### config.mk
export PLATFORM = sky130hd
export DESIGN_NAME = serial_tx_arbiter
export DESIGN_NICKNAME = d
export VERILOG_FILES = /design/src/rtl/serial_tx_arbiter.sv
export SDC_FILE = /design/constraint.sdc
export NUM_CORES = 1
export LEC_CHECK = 0
export ABC_AREA = 1
export CORE_MARGIN = 1.5
export CORE_UTILIZATION = 25
export CTS_BUF_LIST = sky130_fd_sc_hd__clkbuf_4
export CTS_CLUSTER_SIZE = 40
export DETAILED_ROUTE_END_ITERATION = 12
export MAX_ROUTING_LAYER = met4
export PLACE_DENSITY = 0.45
export SLEW_MARGIN = 20
export SYNTH_ARGS = -nofsm -noshare
export SYNTH_HDL_FRONTEND = slang
export SYNTH_SLANG_ARGS = --single-unit
export TNS_END_PERCENT = 10
### constraint.sdc
create_clock -name clock -period 2.8 [get_ports clock]
set_clock_uncertainty 0.15 [all_clocks]
set_input_delay 0.42 -clock clock [delete_from_list [all_inputs] [get_ports clock]]
set_output_delay 0.42 -clock clock [all_outputs]
set_load 0.01 [all_outputs]
### src/rtl/serial_tx_arbiter.sv
// Round-robin arbiter that shares one serial transmitter between several
// byte-stream requesters; a message owns the transmitter until its last byte or a stall timeout.
module serial_tx_arbiter #(
    parameter int NUM_REQUESTERS = 4,
    parameter int IDLE_TIMEOUT   = 100000
) (
    input  logic                              clock,
    input  logic                              reset,
    input  logic [8*NUM_REQUESTERS-1:0]       req_data,
    input  logic [NUM_REQUESTERS-1:0]         req_valid,
    input  logic [NUM_REQUESTERS-1:0]         req_last,
    output logic [NUM_REQUESTERS-1:0]         req_ready,
    output logic [7:0]                        tx_data,
    output logic                              tx_data_available,
    input  logic                              tx_ready,
    output logic [$clog2(NUM_REQUESTERS)-1:0] grant,
    output logic                              busy,
    output logic                              aborted
);

    localparam int GW = $clog2(NUM_REQUESTERS);
    localparam int SW = (IDLE_TIMEOUT > 0) ? $clog2(IDLE_TIMEOUT + 1) : 1;
    localparam logic [SW-1:0] STALL_MAX  = SW'(IDLE_TIMEOUT);
    localparam logic          TIMEOUT_EN = (IDLE_TIMEOUT != 0);
    localparam logic [GW-1:0] LAST_IDX   = GW'(NUM_REQUESTERS - 1);

    typedef enum logic [1:0] {
        ST_IDLE,
        ST_SEND,
        ST_DRAIN
    } state_e;

    state_e          state_q, state_d;
    logic [GW-1:0]   grant_q, grant_d;
    logic [GW-1:0]   last_grant_q, last_grant_d;
    logic [SW-1:0]   stall_q, stall_d;

    logic [7:0]      req_bytes [NUM_REQUESTERS];
    logic            rr_found;
    logic [GW-1:0]   rr_pick;
    logic [GW-1:0]   rr_idx;
    logic            xfer;
    logic            abort_now;
    logic            in_send;

    for (genvar i = 0; i < NUM_REQUESTERS; i++) begin : g_bytes
        assign req_bytes[i] = req_data[8*i +: 8];
    end

    // First valid requester strictly after the previous owner, wrapping to 0.
    always_comb begin
        rr_found = 1'b0;
        rr_pick  = '0;
        rr_idx   = '0;
        for (int k = 1; k <= NUM_REQUESTERS; k++) begin
            rr_idx = GW'((int'(last_grant_q) + k) % NUM_REQUESTERS);
            if (!rr_found && req_valid[rr_idx]) begin
                rr_found = 1'b1;
                rr_pick  = rr_idx;
            end
        end
    end

    assign xfer = (state_q == ST_SEND) && req_valid[grant_q] && tx_ready;

    // NOTE: every output of this block gets a default first, so no path leaves
    // a variable unassigned and no latch is inferred.
    always_comb begin
        state_d      = state_q;
        grant_d      = grant_q;
        last_grant_d = last_grant_q;
        stall_d      = stall_q;
        abort_now    = 1'b0;
        unique case (state_q)
            ST_IDLE: begin
                if (rr_found) begin
                    grant_d = rr_pick;
                    stall_d = '0;
                    state_d = ST_SEND;
                end
            end
            ST_SEND: begin
                if (xfer) begin
                    stall_d = '0;
                    if (req_last[grant_q]) begin
                        last_grant_d = grant_q;
                        state_d      = ST_DRAIN;
                    end
                end else if (!req_valid[grant_q]) begin
                    if (stall_q != STALL_MAX) stall_d = stall_q + 1'b1;
                    if (TIMEOUT_EN && stall_d == STALL_MAX) begin
                        abort_now    = 1'b1;
                        last_grant_d = grant_q;
                        state_d      = ST_DRAIN;
                    end
                end
            end
            ST_DRAIN: begin
                if (tx_ready) state_d = ST_IDLE;
            end
            default: state_d = ST_IDLE;
        endcase
    end

    // NOTE: state registers use non-blocking assignments so every flop samples
    // the pre-edge values regardless of evaluation order.
    always_ff @(posedge clock) begin
        if (reset) begin
            state_q      <= ST_IDLE;
            grant_q      <= '0;
            last_grant_q <= LAST_IDX;
            stall_q      <= '0;
        end else begin
            state_q      <= state_d;
            grant_q      <= grant_d;
            last_grant_q <= last_grant_d;
            stall_q      <= stall_d;
        end
    end

    // Outputs are forced quiet while reset is held so a dropped message stops at once.
    assign in_send           = (state_q == ST_SEND) && !reset;
    assign tx_data           = in_send ? req_bytes[grant_q] : 8'h00;
    assign tx_data_available = in_send && req_valid[grant_q];
    assign busy              = !reset && (state_q != ST_IDLE);
    assign aborted           = !reset && abort_now;
    assign grant             = reset ? '0 : grant_q;

    always_comb begin
        req_ready = '0;
        if (in_send) req_ready[grant_q] = tx_ready;
    end

endmodule

=== After elaboration in Yosys (flattened, before gate mapping) ===
Index checks and enable logic that the tools add are counted.

* Register bits: 23
* Input bits: 43
* Output and inout bits: 17

* Add/subtract/negate cells: 5
* $lt $le $gt $ge: 7
* Equal/unequal tests: 11
* Muxes and demuxes: 51
* Bitwise operators: 2
* Reductions and logical operators: 22

{| class="wikitable"
|+ Operators with widths
! operator !! count
|-
| $mux 17 || 7
|-
| $pmux 17 s2 || 1
|-
| $mux 2 || 15
|-
| $mux 8 || 3
|-
| $add 17x1->17 const B || 1
|-
| $eq 17x17->1 const B || 1
|-
| $ne 17x17->1 const B || 1
|-
| $bmux 8 s2 || 1
|-
| $lt 2x3->1 const B || 5
|-
| $mux 1 || 15
|-
| $bmux 1 s2 || 6
|-
| $logic_and 1x1->1 || 10
|-
| $ne 2x2->1 const B || 3
|-
| $ne 3x2->1 const B || 2
|-
| $pmux 2 s3 || 1
|-
| $reduce_bool 2->1 || 3
|-
| $reduce_and 5->1 || 1
|-
| $add 2x1->2 const B || 2
|-
| $add 2x2->2 const B || 2
|-
| $and 4x4->4 || 1
|-
| $logic_not 1->1 || 4
|-
| $mux 4 || 1
|-
| $reduce_and 4->1 || 1
|-
| $ge 3x3->1 const B || 1
|-
| other kinds (10) || 10
|}

=== Longest topological paths before layout ===
* Depth in word-level cells: 15
* Mapped depth: 17
* Gate-level depth less buffers: 17

=== Worst setup path after synthesis ===
Ideal clock, no wire load.

* Path type: register to output
* Start point: reg stall_q[0]
* End point: out aborted
* Data arrival time: 1.614 ns
* Data required time: 2.230 ns
* Setup slack: 0.616 ns
* Stages on the path, launching flop included: 11
* Cells stage by stage: dfxtp_1 -> ha_1 -> nand2_1 -> nor2_1 -> nand2_1 -> xnor2_1 -> nor2_1 -> nand3_1 -> nor2_1 -> nand3_1 -> nor2_1

* Cells in the longest elaborated chain, start to end: 11
* Elaborated cells on any way between the ends: 12
* Classes of those cells: 1 x add/sub; 2 x eq/ne; 8 x mux; 1 x reduce/logical

{| class="wikitable"
|+ RTL lines
! what !! RTL line !! source
|-
| from (decl) || 36 || <nowiki>logic [SW-1:0] stall_q, stall_d;</nowiki>
|-
| from (signal assigned) || 117 || <nowiki>stall_q <= stall_d;</nowiki>
|-
| $add 17x1->17 / $ne 17x17->1 (equally long branches) || 90 || <nowiki>if (stall_q != STALL_MAX) stall_d = stall_q + 1'b1;</nowiki>
|-
| $mux 17 (*) || 90 ||
|-
| $mux 17 (*) || 89 || <nowiki>end else if (!req_valid[grant_q]) begin</nowiki>
|-
| $mux 17 (*) || 83 || <nowiki>if (xfer) begin</nowiki>
|-
| $mux 17 (*) || 74 || <nowiki>unique case (state_q)</nowiki>
|-
| $eq 17x17->1 (*) || 91 || <nowiki>if (TIMEOUT_EN && stall_d == STALL_MAX) begin</nowiki>
|-
| $mux 1 (*) || 91 ||
|-
| $mux 1 (*) || 89 ||
|-
| $mux 1 (*) || 83 ||
|-
| $mux 1 (*) || 74 ||
|-
| $logic_and 1x1->1 (*) || 126 || <nowiki>assign aborted = !reset && abort_now;</nowiki>
|-
| to (decl) || 18 || <nowiki>output logic aborted</nowiki>
|}

Mark *: on every way between the ends. The rest lies on a longest branch, timed or not. The select of a mux whose other input is x is not followed.

=== Worst setup path after layout ===
Ends and elaborated chain as after synthesis.

==> summary.log <==
[status] result of the run finished clean
[floorplan] number of placed I/O pins 60
[power_and_ir_drop] net switching share of the total power 0.4816
[place] Placed Instances 542
[global_routing] Overflow after GRT 0
[clock_network] CTS tree built
[global_routing] met2 usage 0.3137
[place] HPWL after DPL 5892 microns
[power_and_ir_drop] clock share of power 0.098
[yosys] yosys synthesis warning count 0
[worst_setup_path] startpoint of the most critical setup path stall_q[0]
[yosys] Post-Synth Simple-Gate Area 0.3870
[layout] fraction of layout instances using a drive strength above 1 0.2144
[yosys] Post-Synthesis Cells 361
[floorplan] starting density of the core 0.2573
[worst_setup_path] cells along the critical path ha_4 > nand3_4 > buf_4 > xnor2_1 > nor2_1 > nand3_2 > nor3_4 > nand3_2 > nor2_1 > buf_2
[yosys] share of flip-flops with an asynchronous set or reset after synthesis 0
[global_routing] wire length of the first global-routing pass 11,470 microns
[worst_setup_path] number of buffer and inverter instances along the worst setup path 2
[power_and_ir_drop] maximum vdd drop 0.2477 mV
[yosys] share of the synthesized area in the top cell type 0.2178
[route] number of vias per cell after detailed routing 4.662
[power_and_ir_drop] sequential share of power 0.281
[timing] Final Worst Setup Slack 135.2 ps
[place] setup slack at placement -74.77 ps
[worst_setup_path] cell with the largest stage delay on the worst path sky130_fd_sc_hd__dfxtp_4
[place] Final GP Congestion 0.9040
[yosys] cell type with the largest total area after synthesis sky130_fd_sc_hd__dfxtp_1
[yosys] dominant combinational cell family by area after synthesis simple AND/OR/NAND/NOR gates
[power_and_ir_drop] Net Sw Power 0.8737 mW
[global_routing] antenna violations before repair 0
[yosys] parity-gate share of the synthesized area counting xor and xnor cells 0.04083
[layout] diodes inserted 0
[layout] nets 489
[timing] FMAX 375.3 MHz
[yosys] unique cell type count in the Yosys netlist 32
[global_routing] global-route layer with the greatest usage met2
[worst_setup_path] Critical Setup Path Class reg2out
[yosys] part of the Yosys area used for sequential elements 0.2178
[timing] final number of hold-violating endpoints 0
[worst_setup_path] required time at the endpoint of the critical path 2230 ps
[worst_setup_path] Crit path arrival time 2090 ps
[yosys] Adder-Cell Fraction of Synth Area 0.01183
[floorplan] die height 94.97 microns
[power_and_ir_drop] Final Total Pwr 1.814 mW
[timing] Setup Viol. Count Final 0
[worst_setup_path] maximum fanout along the worst path 3
[clock_network] clock-pin slew reported for the worst setup and hold paths after clock tree synthesis 140 ps
[global_routing] GRT met1 Usage 0.1822
[power_and_ir_drop] internal power summed over all cells 0.9406 mW
[yosys] fraction of synthesized area in multiplexers 0
[global_routing] global-route track usage on met3 0.02979
[timing] transition time of the tightest slew-check pin 405.2 ps
[yosys] main flop type after synthesis sky130_fd_sc_hd__dfxtp_1
[worst_setup_path] crit-path max cell delay 410 ps
[route] post-detailed-route wirelength per cell 13.37 microns
[route] remaining antenna violation count after routing 0
[timing] max-slew violations 0
[min_path] class of the tightest hold or removal check reg2reg
[clock_network] Num CTS Buffers 3
[min_path] worst hold path startpoint stall_q[6]
[worst_setup_path] register-to-register path setup slack 580 ps
[worst_setup_path] Worst setup SP type register
[timing] portion of the clock cycle consumed by the worst path in the final layout 0.9517
[place] post-detailed-placement cell area 0.002970 sq mm
[clock_network] cell chosen for the clock root sky130_fd_sc_hd__clkbuf_4
[route] Vias 2,555
[worst_setup_path] Top delay family on crit path simple AND/OR/NAND/NOR gates
[layout] Layout Utilization 0.3792
[layout] synth-to-layout area growth 47.34%
[global_routing] via count of the first global-routing pass 2,434
[worst_setup_path] Crit. End Element output pin
[yosys] top cells by area, synth sky130_fd_sc_hd__dfxtp_1 (22%), sky130_fd_sc_hd__nand2_1 (15%), sky130_fd_sc_hd__nor2_1 (13%)
[power_and_ir_drop] leakage power of the design 1.232 nW
[route] drt initial violations 87
[yosys] Compound-Gate Fraction of Synth Area 0.2320
[yosys] Synthesized Nets 406
[global_routing] maximum number of pins on one net before global-route repair 15
[yosys] post-synthesis area per instance 5.857 sq um
[route] detailed-routing iteration count for the pre-antenna-repair pass 4
[worst_setup_path] Critical R2R Launch stall_q[0]
[layout] final non-filler cell total 548
[power_and_ir_drop] part of the power in combinational logic 0.621
[route] number of remaining DRC errors 0
[place] IO Port Bufs 59
[layout] post-route cell area 0.003115 sq mm
[route] final wirelength 7325 microns
[floorplan] Core ar. 0.008217 sq mm
[yosys] Post-synth EDFFs 0
[floorplan] die area 0.009018 sq mm
[timing] Setup TNS Final 0 ps
[floorplan] width of the die 94.97 microns
[power_and_ir_drop] Power Dens Cells 582.3 mW/mm^2
[clock_network] number of sinks driven by the clock tree 23
[clock_network] CTS H-Tree Depth 1
[yosys] cell area after synthesis 0.002115 sq mm
[flow_run] Max-Cap Viols 0
[floorplan] Placement Rows 33
[yosys] synthesis-stage register bit count 23
[timing] post-layout min period 2665 ps
[clock_network] buffer depth of the longest clock path 2
[clock_network] source-to-sink clock delay at the later pin of the worst-skew pair 320 ps
[timing] worst max-slew margin expressed relative to the limit 0.7295
[global_routing] total routing resource utilization after global routing 0.1689
[timing] minimum hold slack 371.8 ps
## power by group through the flow
stage | combinational [mW] | clock, mW | sequential, mW
3_3_place_gp | 1.10 | 0 | 0.495
6_report | 1.13 | 0.178 | 0.511
4_1_cts | 1.10 | 0.189 | 0.491
5_1_grt | 1.27 | 0.204 | 0.521
2_1_floorplan | 0.711 | 0 | 0.469
3_5_place_dp | 1.09 | 0 | 0.494
## cell type report
type	instances	area, sq um
sequential	23	478.0
inverter	46	178.9
clock buffer	4	30.03
tap	105	131.4
fill	920	5101
timing repair buffer	87	795.8
multi-input combinational	283	1501
## Yosys cell counts (5+ instances only)
master                    instances
sky130_fd_sc_hd__nor2_1          72
sky130_fd_sc_hd__dfxtp_1         23
sky130_fd_sc_hd__xor2_1           5
sky130_fd_sc_hd__nand3_1         25
sky130_fd_sc_hd__a22oi_1         16
sky130_fd_sc_hd__o21ai_0          8
sky130_fd_sc_hd__nand2_1         82
sky130_fd_sc_hd__nand2_2          5
sky130_fd_sc_hd__a21oi_2         14
sky130_fd_sc_hd__o21ai_1         18
sky130_fd_sc_hd__inv_2            5
sky130_fd_sc_hd__a21oi_1         17
sky130_fd_sc_hd__inv_1           39
## kinds of logic (layout without fill, tap and decap cells)
family / after synthesis / after routing
buffers and inverters: 55 / 137
AND/OR/NAND/NOR: 195 / 195
flip-flops: 23 / 23
adder cells (fa/ha/maj): 2 / 2
AO/OA/AOI/OAI: 77 / 77
XOR/XNOR: 9 / 9
## per-layer routing
layer / share of wire / vias up
li1: - / 1336
met1: 0.42 / 1156
met2: 0.53 / 47
met3: 0.032 / 16
met4: 0.025 / 0
met5: 0 / -
## path summary, 6_finish.rpt
kind                                         to  depth (start not counted)
worst max-delay path                    aborted                         10
worst min-delay path                 stall_q[6]                          2
worst max register to register  last_grant_q[1]                         13
worst min register to register       stall_q[6]                          2
## what timing repair did
item / 4_1_cts / 5_1_grt
resized for setup: 13 / 29
setup endpoints to repair: 1 / 13
pin swaps: 1 / 8
hold endpoints to repair: 0 / 0
setup buffers: 1 / 1
hold buffers: 0 / 0
## state kept, by name, summed over array words and instances (netlist names)
name	count
stall_q	17
grant_q	2
last_grant_q	2
state_q	2
## tightest hold or removal path, delay by kind of cell, from the launching register on
family | cells | cell delay (ps)
AO/OA/AOI/OAI | 1 | 50
buffers and inverters | 1 | 80
flip-flops | 1 | 370
## cell usage in the layout (no fill, tap or decap), types with 2 or more instances in the layout
master                            netlist  routed
sky130_fd_sc_hd__nand2_1               82      77
sky130_fd_sc_hd__nor2_1                72      66
sky130_fd_sc_hd__clkdlybuf4s50_1        0      58
sky130_fd_sc_hd__inv_1                 39      38
sky130_fd_sc_hd__buf_4                  3      28
sky130_fd_sc_hd__nand3_1               25      22
sky130_fd_sc_hd__o21ai_1               18      19
sky130_fd_sc_hd__a21oi_1               17      17
sky130_fd_sc_hd__a22oi_1               16      16
sky130_fd_sc_hd__a21oi_2               14      14
sky130_fd_sc_hd__dfxtp_2                0      11
sky130_fd_sc_hd__dfxtp_1               23      11
sky130_fd_sc_hd__nand2_2                5      10
sky130_fd_sc_hd__nor2_2                 3       7
sky130_fd_sc_hd__o21ai_0                8       7
sky130_fd_sc_hd__inv_2                  5       5
sky130_fd_sc_hd__xor2_1                 5       5
sky130_fd_sc_hd__nand4_1                4       4
sky130_fd_sc_hd__clkbuf_4               0       4
sky130_fd_sc_hd__nor2_4                 1       3
sky130_fd_sc_hd__xnor2_1                3       3
sky130_fd_sc_hd__nand3_2                0       2
No activity file was read; power rests on OpenSTA's default activity.
